**config.mk**
```make
export PLATFORM = sky130hd
export DESIGN_NAME = mux_scan_ctrl
export DESIGN_NICKNAME = d
export VERILOG_FILES = /design/src/rtl/mux_scan_ctrl.sv
export SDC_FILE = /design/constraint.sdc
export NUM_CORES = 1
export LEC_CHECK = 0
export CAP_MARGIN = 10
export CORE_UTILIZATION = 55
export CTS_BUF_LIST = sky130_fd_sc_hd__clkbuf_2 sky130_fd_sc_hd__clkbuf_4 sky130_fd_sc_hd__clkbuf_8
export CTS_CLUSTER_DIAMETER = 30
export DETAILED_ROUTE_END_ITERATION = 12
export PLACE_DENSITY = 0.82
export SLEW_MARGIN = 20
export SYNTH_ARGS = -nofsm -noshare
export SYNTH_HDL_FRONTEND = slang
export SYNTH_SLANG_ARGS = --single-unit
```
**constraint.sdc**
```tcl
create_clock -name clk -period 2.42 [get_ports clk]
set_input_delay 0.363 -clock clk [delete_from_list [all_inputs] [get_ports clk]]
set_output_delay 0.363 -clock clk [all_outputs]
set_load 0.02 [all_outputs]
```
**src/rtl/mux_scan_ctrl.sv**
```systemverilog
// Scan sequencer for a 4:1 mux: presents a word on d, steps s through 0..3 with a
// programmable dwell, reassembles the mux output into rx and flags mismatches.
module mux_scan_ctrl #(
    parameter int DWELL = 1
) (
    input  logic       clk,
    input  logic       rst,
    input  logic       start,
    input  logic [3:0] word,
    output logic       ready,
    output logic [3:0] d,
    output logic [1:0] s,
    input  logic       y,
    output logic       bit_valid,
    output logic [3:0] rx,
    output logic       done,
    output logic       err
);

    if (DWELL < 1 || DWELL > 15) begin : g_bad_dwell
        $error("mux_scan_ctrl: DWELL must be in 1..15");
    end

    typedef enum logic [1:0] {IDLE, SCAN, DONE} state_t;

    localparam logic [3:0] CNT_LAST = 4'(DWELL - 1);

    state_t     state, state_nxt;
    logic [3:0] cnt;
    logic       last_cnt;

    assign last_cnt = (cnt == CNT_LAST);

    always_comb begin
        state_nxt = state;
        ready     = 1'b0;
        done      = 1'b0;
        bit_valid = 1'b0;
        case (state)
            IDLE: begin
                ready = 1'b1;
                if (start) state_nxt = SCAN;
            end
            SCAN: begin
                bit_valid = last_cnt;
                if (last_cnt && s == 2'd3) state_nxt = DONE;
            end
            DONE: begin
                done      = 1'b1;
                state_nxt = IDLE;
            end
            default: state_nxt = IDLE;
        endcase
    end

    always_ff @(posedge clk or posedge rst) begin
        if (rst) state <= IDLE;
        else     state <= state_nxt;
    end

    // y is sampled in the same cycle s is presented; the mux is purely combinational.
    always_ff @(posedge clk or posedge rst) begin
        if (rst) begin
            d   <= 4'd0;
            s   <= 2'd0;
            rx  <= 4'd0;
            cnt <= 4'd0;
            err <= 1'b0;
        end else begin
            case (state)
                IDLE: begin
                    if (start) begin
                        d   <= word;
                        s   <= 2'd0;
                        cnt <= 4'd0;
                        rx  <= 4'd0;
                        err <= 1'b0;
                    end
                end
                SCAN: begin
                    if (last_cnt) begin
                        rx[s] <= y;
                        cnt   <= 4'd0;
                        if (s != 2'd3) s <= s + 2'd1;
                    end else begin
                        cnt <= cnt + 4'd1;
                    end
                end
                DONE: begin
                    err <= (rx != d);
                    s   <= 2'd0;
                end
                default: ;
            endcase
        end
    end

endmodule

```
# Word-level counts from Yosys, hierarchy flattened
# Index checks and enable logic that the tools add are counted.
op_classes:
  eq_ne: 9
  addsub: 2
  mux: 20
  magnitude_cmp: 2
  n_reduce_logical: 13
op_table:
  columns: ["cell", "n"]
  rows:
  - ["4-bit one-hot mux with 2 select lines", 2]
  - ["4-bit two-way mux", 3]
  - ["2-bit two-way mux", 5]
  - ["2-bit inequality test (second input constant)", 5]
  - ["2-bit AND reduction", 4]
  - ["2-bit one-hot mux with 3 select lines", 1]
  - ["1-bit two-way mux", 5]
  - ["4-bit by 1-bit adder with 4-bit output (second input constant)", 1]
  - ["4-bit bitwise mux", 1]
  - ["2-bit == test (second input constant)", 2]
  - ["4-bit zero test", 1]
  - ["4-bit inequality test", 1]
  - ["2-bit one-hot mux with 2 select lines", 1]
  - ["4-bit AND reduction", 1]
  - ["2-bit nonzero test", 2]
  - ["2-bit by 3-bit less-than comparator with 1-bit output (second input constant)", 1]
  - ["3-bit AND reduction", 1]
  - ["3-bit nonzero test", 1]
  - ["2-bit by 1-bit adder with 2-bit output (second input constant)", 1]
  - ["1-bit demux with 2-bit select", 1]
  - ["2-bit by 1-bit == test with 1-bit output (second input constant)", 1]
  - ["2-bit by 1-bit greater-or-equal comparator with 1-bit output (second input constant)", 1]
  - ["1-bit logical AND", 2]
  - ["2-bit zero test", 1]
  - ["1-bit one-hot mux with 2 select lines", 1]
totals:
  out_inout_bits: 14
  wordCells: 52
  regBits: 17
  input_bits: 8

# Depth between registers and ports, before layout
logic_depth:
  word_depth: 7
  mapped_depth: 5
  depth_no_buf: 5

# Worst setup path before layout
# Ideal clock, no wire load.
synth_path:
  path_kind: "reg-to-output"
  from: "reg cnt[0]"
  to: "out bit_valid"
  n_path_buf: 0
  setup_slack_ps: 822
  stages_incl_launch_ff: 5
  arrival_ps: 1235
  t_required_ps: 2057
  cell_sequence: "dfrtp_1 inv_1 ha_1 nor3b_2 and2_1"
synth_via:
  elab_chain_cells: 2
synth_rtl:
  columns: ["element", "line", "text"]
  rows:
  - ["from (decl)", "29", "logic [3:0] cnt;"]
  - ["from (signal assigned)", "86", "cnt <= cnt + 4'd1;"]
  - ["4-bit zero test", "32", "assign last_cnt = (cnt == CNT_LAST);"]
  - ["1-bit two-way mux", "39", "case (state)"]
  - ["to (decl)", "14", "output logic bit_valid,"]
# Every way passes these cells.

# Worst setup path in the final report
# Ends and elaborated chain as after synthesis.

==> summary.md <==
| Metric | Value |
|---|---|
| I/O Pins | 22 |
| Post-CTS Setup Bufs | 0 |
| DRC Markers | 0 |
| Leak pwr | ~0.58 nW |
| Net Count, Synth | around 110 |
| Final design utilization | 0.794 |
| Nets | 132 |
| Port bufs | 21 |
| Count of cell types in the netlist | 31 |
| Diodes inserted | 0 |
| Max H-tree Level | 1 |
| Total negative slack | 0 ns |
| Top cells by area, synth | dfrtp_1 (43%), ha_1 (8.9%), mux2_4 (6.1%) |
| CORE AREA | roughly 1600 sq um |
| Final Hold Vio Count | 0 |
| Pwr dens | roughly 1400 nW/um^2 |
| Maximum VDD drop | between 0.9 and 1 mV |
| Clk slew on worst S/H paths | ~0.10 ns |
| Fin worst setup slack | 0.0805 ns |
| Placement row count | 14 |
| Rel. slew slack | 0.566 |
| Vias per Instance | 5.50 |
| Post-synthesis average cell area | 11.0 sq um |
| Initial antenna violation count | 0 |
| Area leader, netlist | dfrtp_1 |
| Post-cts resize count | 0 |
| Max Clock Skew | 0.00798 ns |
| Total wire length | between 2 and 2.5 mm |
| CTS tree | yes |
| Post-detail-place hpwl | between 1.5 and 2 mm |
| Register area share after synthesis | 0.430 |
| Critical path's largest stage delay | ~0.62 ns |
| Mapped Cells | 90 |
| Vias in the first global route | 803 |
| Grt total ovfl | 0 |
| Fin crit share | 0.967 |
| Initial Util | 0.620 |
| Data required, critical path | approximately 2 ns |
| Worst Path Buf+Inv | 2 |
| CTS sink count | 17 |
| RSZ-0062 raised after global routing | no |
| DRT Pass-1 Iters | 4 |
| Share of layout cells above drive strength 1 | 0.112 |
| GRT Resource Usage Total | 0.245 |
| Slew @ Worst Pin | about 0.65 ns |
| Dpl ws | roughly 0.41 ns |
| Peak Freq | roughly 430 MHz |
| Post-Syn Area | 988 sq um |
| Ys Warns | 0 |
| Final setup violation count | 0 |
| Max Cap Viol | 0 |
| CTS root buf | clkbuf_4 |
| Status | finished, final reports clean |
| Commonest non-fill, non-tap cell in the layout | clkdlybuf4s50_1 |
| Iteration-0 DRC Markers | 14 |
| Critical path endpoint category | output port |
| WP data arrival | about 2 ns |
| Crit start category | flip-flop |
| Worst hold path class | in2async |
| Worst path top cell family by delay | buffers and inverters |
| Slew Viols, Final | 0 |
| Crit-path max FO | 5 |
| Die Y | between 40 and 50 microns |
| P&R area growth vs syn | 28.0% |
| Fill cells | between 90 and 100 |
| Overall power | roughly 1.7 mW |
| Die width | ~44 microns |
| Cts bufs inserted | 3 |
| Worst path slowest cell | clkdlybuf4s50_1 |
| Number of synthesized register bits | 17 |
| Tmin final | about 2.3 ns |
| Clock Path Buffers | 2 |
| Routability congestion estimate | between 0.8 and 0.9 |
| Clk_lat worst skew | 0.29 ns |
| Commonest cells after routing, fill and taps aside | clkdlybuf4s50_1 (21), dfrtp_1 (17), inv_1 (10) |
| Antenna Nets Post-Route | 0 |
| Crit-path cells | inv_1, ha_1, nor3b_2, and2_1, clkdlybuf4s50_1 |
| Largest net degree at the start of global routing | 18 |
| Share of Yosys cell area claimed by the top area cell type | 0.430 |
| WHS | 0.459 ns |
| Die ar. | 1970 sq um |
| Hold_buf cts | 0 |
| Reg-to-reg slack, setup | between 0.8 and 0.9 ns |
| Via count | 770 |
| Crit path kind | reg2out |
| Drt wl/cell | ~14 microns |
| First-pass GRT wire length | 3.43 mm |
[routing by layer]
layer  share of wire  vias up  GRT usage  wire [microns]
met5               0        -          0               0
met4           0.028        0      0.103              56
met3           0.045        8     0.0653              92
met2            0.51       24      0.438            1040
met1            0.41      367      0.272             840
li1                -      371          -               -
[kinds of logic (layout without fill, tap and decap cells)]
family          count (synthesis)  after routing  synth area share
flops                          17             17             0.430
buf+inv                        12             38            0.0544
simple gates                   25             25             0.163
fa+ha+maj                       7              7            0.0886
mux                             5              5            0.0709
xor+xnor                        4              4            0.0354
compound gates                 20             20             0.157
[synthesized netlist by cell type, drive strengths merged]
| cell | n |
|---|---|
| o41ai | 1 |
| nor2 | 4 |
| and2 | 1 |
| mux2i | 1 |
| a21oi | 1 |
| a31oi | 1 |
| a22o | 2 |
| a311oi | 3 |
| nand2 | 5 |
| o22ai | 2 |
| ha | 7 |
| xor2 | 4 |
| nand2b | 6 |
| a31o | 3 |
| nor2b | 2 |
| mux2 | 4 |
| buf | 2 |
| and3 | 1 |
| nand4bb | 1 |
| nand3 | 1 |
| nor3b | 2 |
| a211o | 2 |
| inv | 10 |
| o21ai | 2 |
| dfrtp | 17 |
| o21bai | 1 |
| and3b | 1 |
| or3b | 1 |
| a2111oi | 2 |
[registers in the layout (all words and copies together) (netlist names)]
| name | count |
|---|---|
| s | 2 |
| cnt | 4 |
| rx | 4 |
| err | 1 |
| d | 4 |
| state | 2 |
[cell type report]
class	instances	area, sq um	area share
Clock buffer	4	30.0	0.0237
Inverter	10	37.5	0.0297
Multi-Input combinational cell	61	509	0.403
Sequential cell	17	425	0.336
Tap cell	24	30.0	0.0237
Timing Repair Buffer	24	233	0.184
[path summary, 6_finish.rpt]
| kind | from | end | cells past startpoint |
|---|---|---|---|
| worst max-delay path | cnt[0] | bit_valid | 5 |
| min in group clk | cnt[0] | cnt[0] | 1 |
| max in group asynchronous | rst | d[2] | 2 |
| worst min-delay path | rst | state[0] | 2 |
| worst max register to register | cnt[0] | s[0] | 5 |
| worst min register to register | cnt[0] | cnt[0] | 1 |
[power by group]
| part | switching [mW] | internal, mW |
|---|---|---|
| combinational | 0.489 | 0.527 |
| clock | 0.0840 | 0.0752 |
| sequential | 0.154 | 0.416 |
[metrics by stage]
stage	instances	cell area, sq um
6_report	140	1260
5_1_grt	140	1260
4_1_cts	140	1260
3_5_place_dp	136	1230
3_3_place_gp	136	1230
2_1_floorplan	90	988
No activity file was read; power rests on OpenSTA's default activity.
